===== src/rtl/mem_stage_ctrl.sv =====
// MEM-stage sequencer: runs one req/ack data-memory access per memory op, stalls the pipe meanwhile, aborts on timeout.
// Optional MEM_STAGE_PERF_EN adds a saturating stall_cycles counter output.
module mem_stage_ctrl #(
  parameter int DATA_W  = 21,
  parameter int RR_W    = 4,
  parameter int TIMEOUT = 15
) (
  input  logic              clk,
  input  logic              rst,
  input  logic              MemRead_in,
  input  logic              MemWrite_in,
  input  logic [DATA_W-1:0] alu_in,
  input  logic [DATA_W-1:0] RD3_in,
  input  logic [RR_W-1:0]   RR3_in,
  input  logic              mem_ack,
  input  logic [DATA_W-1:0] mem_rdata,
  input  logic              err_clr,
  output logic              mem_req,
  output logic              mem_we,
  output logic [DATA_W-1:0] mem_addr,
  output logic [DATA_W-1:0] mem_wdata,
  output logic              stall,
  output logic [DATA_W-1:0] load_data,
  output logic [RR_W-1:0]   load_rr,
  output logic              load_valid,
  output logic              mem_err,
  output logic [1:0]        state_dbg
`ifdef MEM_STAGE_PERF_EN
  ,
  output logic [15:0]       stall_cycles
`endif
);

  typedef enum logic [1:0] {
    S_IDLE   = 2'd0,
    S_ACCESS = 2'd1,
    S_ABORT  = 2'd2
  } state_t;

  localparam logic [7:0] CNT_LAST = 8'(TIMEOUT - 1);

  state_t              state_q, state_d;
  logic [7:0]          cnt_q, cnt_d;
  logic [DATA_W-1:0]   addr_q, addr_d;
  logic [DATA_W-1:0]   wdata_q, wdata_d;
  logic                we_q, we_d;
  logic [RR_W-1:0]     rr_q, rr_d;
  logic [DATA_W-1:0]   load_data_q, load_data_d;
  logic [RR_W-1:0]     load_rr_q, load_rr_d;
  logic                load_valid_q, load_valid_d;
  logic                err_q, err_d;
  logic                stall_c;
  logic                op;

  assign op = MemRead_in | MemWrite_in;

  always_comb begin
    state_d      = state_q;
    cnt_d        = cnt_q;
    addr_d       = addr_q;
    wdata_d      = wdata_q;
    we_d         = we_q;
    rr_d         = rr_q;
    load_data_d  = load_data_q;
    load_rr_d    = load_rr_q;
    load_valid_d = 1'b0;
    err_d        = err_clr ? 1'b0 : err_q;
    stall_c      = 1'b0;
    case (state_q)
      S_IDLE: begin
        if (op) begin
          stall_c = 1'b1;
          addr_d  = alu_in;
          wdata_d = RD3_in;
          rr_d    = RR3_in;
          // Write wins when both request bits are set.
          we_d    = MemWrite_in;
          cnt_d   = 8'd0;
          state_d = S_ACCESS;
        end
      end
      S_ACCESS: begin
        // Releasing stall on the ack edge lets EX/MEM advance as the access retires.
        stall_c = ~mem_ack;
        if (mem_ack) begin
          if (!we_q) begin
            load_data_d  = mem_rdata;
            load_rr_d    = rr_q;
            load_valid_d = 1'b1;
          end
          state_d = S_IDLE;
        end else begin
          cnt_d = cnt_q + 8'd1;
          if (cnt_q == CNT_LAST) begin
            state_d = S_ABORT;
          end
        end
      end
      S_ABORT: begin
        err_d   = 1'b1;
        state_d = S_IDLE;
      end
      default: begin
        state_d = S_IDLE;
      end
    endcase
  end

  always_ff @(posedge clk or negedge rst) begin
    if (!rst) begin
      state_q      <= S_IDLE;
      cnt_q        <= 8'd0;
      addr_q       <= '0;
      wdata_q      <= '0;
      we_q         <= 1'b0;
      rr_q         <= '0;
      load_data_q  <= '0;
      load_rr_q    <= '0;
      load_valid_q <= 1'b0;
      err_q        <= 1'b0;
    end else begin
      state_q      <= state_d;
      cnt_q        <= cnt_d;
      addr_q       <= addr_d;
      wdata_q      <= wdata_d;
      we_q         <= we_d;
      rr_q         <= rr_d;
      load_data_q  <= load_data_d;
      load_rr_q    <= load_rr_d;
      load_valid_q <= load_valid_d;
      err_q        <= err_d;
    end
  end

  // Stall is forced low while reset is held, even with an op pending.
  assign stall      = stall_c & rst;
  assign mem_req    = (state_q == S_ACCESS);
  assign mem_we     = we_q;
  assign mem_addr   = addr_q;
  assign mem_wdata  = wdata_q;
  assign load_data  = load_data_q;
  assign load_rr    = load_rr_q;
  assign load_valid = load_valid_q;
  assign mem_err    = err_q;
  assign state_dbg  = state_q;

`ifdef MEM_STAGE_PERF_EN
  logic [15:0] stall_cycles_q, stall_cycles_d;

  always_comb begin
    stall_cycles_d = stall_cycles_q;
    if (err_clr) begin
      stall_cycles_d = 16'd0;
    end else if (stall && (stall_cycles_q != 16'hFFFF)) begin
      stall_cycles_d = stall_cycles_q + 16'd1;
    end
  end

  always_ff @(posedge clk or negedge rst) begin
    if (!rst) begin
      stall_cycles_q <= 16'd0;
    end else begin
      stall_cycles_q <= stall_cycles_d;
    end
  end

  assign stall_cycles = stall_cycles_q;
`endif

endmodule


===== config.mk =====
export PLATFORM = sky130hd
export DESIGN_NAME = mem_stage_ctrl
export DESIGN_NICKNAME = d
export VERILOG_FILES = /design/src/rtl/mem_stage_ctrl.sv
export SDC_FILE = /design/constraint.sdc
export NUM_CORES = 1
export LEC_CHECK = 0
export ABC_AREA = 1
export CORE_ASPECT_RATIO = 1.2
export CORE_UTILIZATION = 30
export CTS_BUF_LIST = sky130_fd_sc_hd__clkbuf_16
export DETAILED_ROUTE_END_ITERATION = 10
export PLACE_DENSITY_LB_ADDON = 0.25
export SYNTH_ARGS = -nofsm -noshare
export SYNTH_HDL_FRONTEND = slang
export SYNTH_SLANG_ARGS = --single-unit

===== constraint.sdc =====
create_clock -name clk -period 3 [get_ports clk]
set_input_delay 0.3 -clock clk [delete_from_list [all_inputs] [get_ports clk]]
set_output_delay 0.3 -clock clk [all_outputs]
set_load 0.02 [all_outputs]

* Word level (Yosys, flattened, before mapping)
Cells that the tools add are included.
Widths: inputs -> output; s select.
** Word-level totals
- Register bits after elaboration :: 84
- Latch bits :: 0
- Memory bits (writable) :: 0
- Memory bits (read-only) :: 0
- Bits of input ports :: 73
- Output and inout port bits :: 74
- Memories kept :: 0
** Operators by class
- $add $sub $neg :: 1
- $mul :: 0
- Divide/modulo/power cells :: 0
- Magnitude comparators :: 0
- Equality and inequality tests :: 6
- Shifts and indexed selects :: 0
- Mux-type cells :: 14
- Bitwise logic cells :: 4
- Reductions and logical operators :: 7
** Operators by type and width (count)
- $mux 8 :: 2
- $pmux 8 s2 :: 1
- $add 8x1->8 const B :: 1
- $eq 8x4->1 const B :: 1
- $mux 1 :: 6
- $mux 2 :: 3
- $reduce_and 3->1 :: 2
- $ne 2x2->1 const B :: 2
- $pmux 2 s2 :: 1
- $reduce_and 2->1 :: 2
- $reduce_bool 2->1 :: 2
- $ne 3x2->1 const B :: 1
- $eq 2x1->1 const B :: 1
- $eq 2x2->1 const B :: 1
- $logic_not 2->1 :: 1
- $not 1->1 :: 2
- $pmux 1 s2 :: 1
- $and 1x1->1 :: 1
- $or 1x1->1 :: 1

* Depth between registers and ports, before layout
- Depth after elaboration :: 4
- Depth in mapped cells :: 8
- Mapped depth without buffers :: 7

* Worst setup path before layout
Ideal clock, no wire load.
- Kind :: register to output
- From :: reg state_q[1], in the netlist state_dbg[1]
- To :: out stall
- Arrival :: 1243 ps
- Data required time :: 2700 ps
- Slack :: 1457 ps
- Cell stages (with the launch flop) :: 6
- Buffers on the path :: 0
- Cells stage by stage :: dfrtp_1 > inv_1 > nand3_2 > nand2_2 > inv_1 > nor2_1
** On the way
- Longest elaborated chain between the ends :: 3
- Elaborated cells between the ends (all ways) :: 4
- Those cells by class :: eq/ne (1); mux (1); bitwise (1); reduce/logical (1)
** RTL lines
- start: declaration :: RTL line 42 : state_t state_q, state_d;
- start signal: assignment :: RTL line 122 : state_q <= state_d;
- $eq 2x1->1 / $logic_not 2->1 (equally long branches) :: RTL line 69 : case (state_q)
- $pmux 1 s2 * :: RTL line 69
- $and 1x1->1 * :: RTL line 136 : assign stall = stall_c & rst;
- end: declaration :: RTL line 22 : output logic stall,
Mark *: on every way between the ends. The rest lies on a longest branch, timed or not.

* Worst setup path after layout
Ends and elaborated chain as after synthesis.

==> impl_metrics.csv <==
group,metric,value,unit
outcome,status,"completed",
final_layout,n_fill_cell,1061,
drt,wl,8.32,mm
timing,min_period_over_period,76.8,%
power,seqPwrFrac,35.5,%
power,clockPowerShare,24.9,%
timing,hold_slack,0.0679,ns
timing,rsz0062_at_grt,"false",
clock_network,cts-root-buf,"clkbuf_16",
global_routing,grt_max_degree,54,
global_routing,grt_util_met2,23.3,%
setup_path,crit_fanout,8,
synthesis,syn_area_per_cell,8.83,sq um
timing,maxSlewViolCount,0,
synthesis,ys_seq_area_share,62.0,%
timing,fmax,434,MHz
setup_path,cp.required,2.70,ns
final_layout,area_growth,54.8,%
final_layout,final_common_cell,"nand2_1",
floorplanning,initial_core_util,30.7,%
drt,vias,2920,
synthesis,ys_warn_count,0,
timing,fin_tns_setup,0,ns
run,cap_violations,0,
power,share_comb_of_total_power,39.6,%
setup_path,r2r_cells,6,
timing,final-hold-violation-count,0,
clock_network,cts_made_buffers,9,
timing,slew_headroom,62.1,%
floorplanning,core-area,11000,sq um
timing,fin_skew,0.00360,ns
hold_path,hp-class,"input port to async pin",
floorplanning,die-area,11700,sq um
floorplanning,chipWidth,99.0,microns
setup_path,critPathArrivalTime,2.01,ns
setup_path,r2r-end,"rr_q[1]$_DFFE_PN0P_",
global_routing,met3_usage,4.67,%
synthesis,synth_area,3390,sq um
global_routing,use_met1,19.0,%
power,power_density,939,nW/um^2
power,p_int,0.00323,W
final_layout,finish.instance_area,5250,sq um
final_layout,drive_gt1_share,5.43,%
power,swShare,34.3,%
place,dp_hpwl,5.73,mm
setup_path,reg2reg_from,"state_dbg[0]$_DFFE_PN0P_",
clock_network,cts_tree,"built",
power,irDropWorstVdd,338,uV
clock_network,ctsHtreeMaxLevel,3,
final_layout,num_antenna_cells,0,
floorplanning,die_h,118,microns
synthesis,synth-seq-cells,84,
timing,finalSetupViolations,0,
setup_path,path_class,"register to output pin",
global_routing,grt_overflow,0,
drt,drc,0,
clock_network,cts_resized,0,
global_routing,antenna_found_initial,0,
clock_network,clock_latency,0.33,ns
place,portBuffers,146,
clock_network,cts_setup_buffers,0,
synthesis,synthesis.nets,459,
global_routing,grt_pass1_wl,13.7,mm
clock_network,clock_path_buffers,2,
drt,via_per_inst,4.38,
global_routing,top_usage_layer,"met2",
timing,worst_pin_slew,0.569,ns
floorplanning,io_pins,147,
global_routing,track_usage,14.9,%
final_layout,final_cell_mix,"nand2_1 (212), clkdlybuf4s50_1 (145), dfrtp_1 (84), inv_1 (21), nor2_1 (16)",
place,place_ws,0.759,ns
drt,wl_per_cell,12.5,microns
clock_network,hold_buffers,0,
timing,fin_ws,0.695,ns
final_layout,final_nets,604,
floorplanning,num_rows,42,
setup_path,cp-end-kind,"output pin",
power,total_power,0.00493,W
clock_network,clk_pin_slew,0.06,ns
drt,first_iter_violations,101,
timing,fin_crit,2.31,ns
synthesis,synth.distinct_cells,23,
place,gp_congestion,0.816,
place,postPlaceCellArea,4910,sq um
power,switchingPower,0.00169,W
power,leakage,2.58,nW
setup_path,start_kind,"register",
clock_network,cts.sinks,84,
drt,detail-route-antenna-nets,0,
drt,dr.pass1.iters,4,
setup_path,reg2reg_slack,1.15,ns
synthesis,netlist_instances,384,
global_routing,grt_pass1_vias,2875,
synth_stat cells:
| library cell | number | area [sq um] |
|---|---|---|
| nand2_2 | 3 | 18.8 |
| nand4_1 | 1 | 6.26 |
| ha_1 | 2 | 25.0 |
| inv_4 | 1 | 6.26 |
| nor3_2 | 2 | 20.0 |
| nand3_2 | 1 | 10.0 |
| o22ai_1 | 1 | 6.26 |
| nand2_4 | 1 | 11.3 |
| o31ai_1 | 1 | 7.51 |
| dfrtp_1 | 84 | 2100 |
| a21oi_1 | 3 | 15.0 |
| o21bai_1 | 1 | 7.51 |
| nor2_1 | 16 | 60.1 |
| buf_6 | 6 | 67.6 |
| buf_2 | 5 | 25.0 |
| buf_4 | 4 | 30.0 |
| inv_1 | 19 | 71.3 |
| o21ai_0 | 10 | 50.1 |
| inv_2 | 2 | 7.51 |
| nor3_1 | 2 | 10.0 |
| nor2_2 | 1 | 6.26 |
| nand3_1 | 6 | 30.0 |
| nand2_1 | 212 | 796 |
power groups by stage:
stage	clock network, W	registers (W)	logic, W
floorplan	0	0.00221	0.000537
global placement	0	0.00176	0.00194
detailed placement	0	0.00176	0.00197
CTS	0.00127	0.00175	0.00198
global route	0.00131	0.00180	0.00212
finish	0.00123	0.00175	0.00195
worst max-delay path: stages (launching register included):
cell,delay [ns]
dfrtp_1,0.40
inv_1,0.14
nand3_2,0.18
nand2_2,0.19
inv_1,0.07
nor2_1,0.08
clkdlybuf4s50_1,0.60
registers in the layout (all words and copies together) (netlist names):
| register | count |
|---|---|
| state_dbg | 2 |
| mem_we | 1 |
| cnt_q | 8 |
| mem_addr | 21 |
| load_data | 21 |
| rr_q | 4 |
| mem_wdata | 21 |
| load_valid | 1 |
| load_rr | 4 |
| mem_err | 1 |
per-stage QoR:
stage / instances / utilization, %
CTS: 666 / 47.5
detailed placement: 650 / 44.5
global placement: 650 / 44.5
finish: 666 / 47.5
floorplan: 384 / -
global route: 666 / 47.5
layout make-up:
cell class | count | area, sq um | area share (%)
sequential | 84 | 2100 | 40.1
timing repair buffer | 149 | 1480 | 28.2
multi-input combinational | 263 | 1080 | 20.6
clock buffer | 9 | 225 | 4.29
tap | 132 | 165 | 3.15
clock inverter | 7 | 108 | 2.05
inverter | 22 | 85.1 | 1.62
worst max-delay path by stage:
stage                              from    end  slack (ns)  cells past startpoint
2_1_floorplan  state_dbg[1]$_DFFE_PN0P_  stall        1.46                      5
3_3_place_gp                    mem_ack  stall        0.78                      7
3_5_place_dp                    mem_ack  stall        0.76                      7
4_1_cts        state_dbg[1]$_DFFE_PN0P_  stall        0.67                      6
5_1_grt        state_dbg[1]$_DFFE_PN0P_  stall        0.55                      6
6_report       state_dbg[1]$_DFFE_PN0P_  stall        0.69                      6
kinds of logic after synthesis:
| kind of cell | Yosys count | synth area share, % |
|---|---|---|
| flops | 84 | 62.0 |
| buf+inv | 37 | 6.13 |
| fa+ha+maj | 2 | 0.738 |
| compound gates | 16 | 2.55 |
| simple gates | 245 | 28.6 |
layer usage:
metal / up-vias / share of wire (%)
met4: 0 / 1.9
met5: - / 0
met3: 17 / 8.4
met1: 1310 / 45
met2: 137 / 44
li1: 1456 / -
Note: power is estimated with default switching activity, not from simulation.
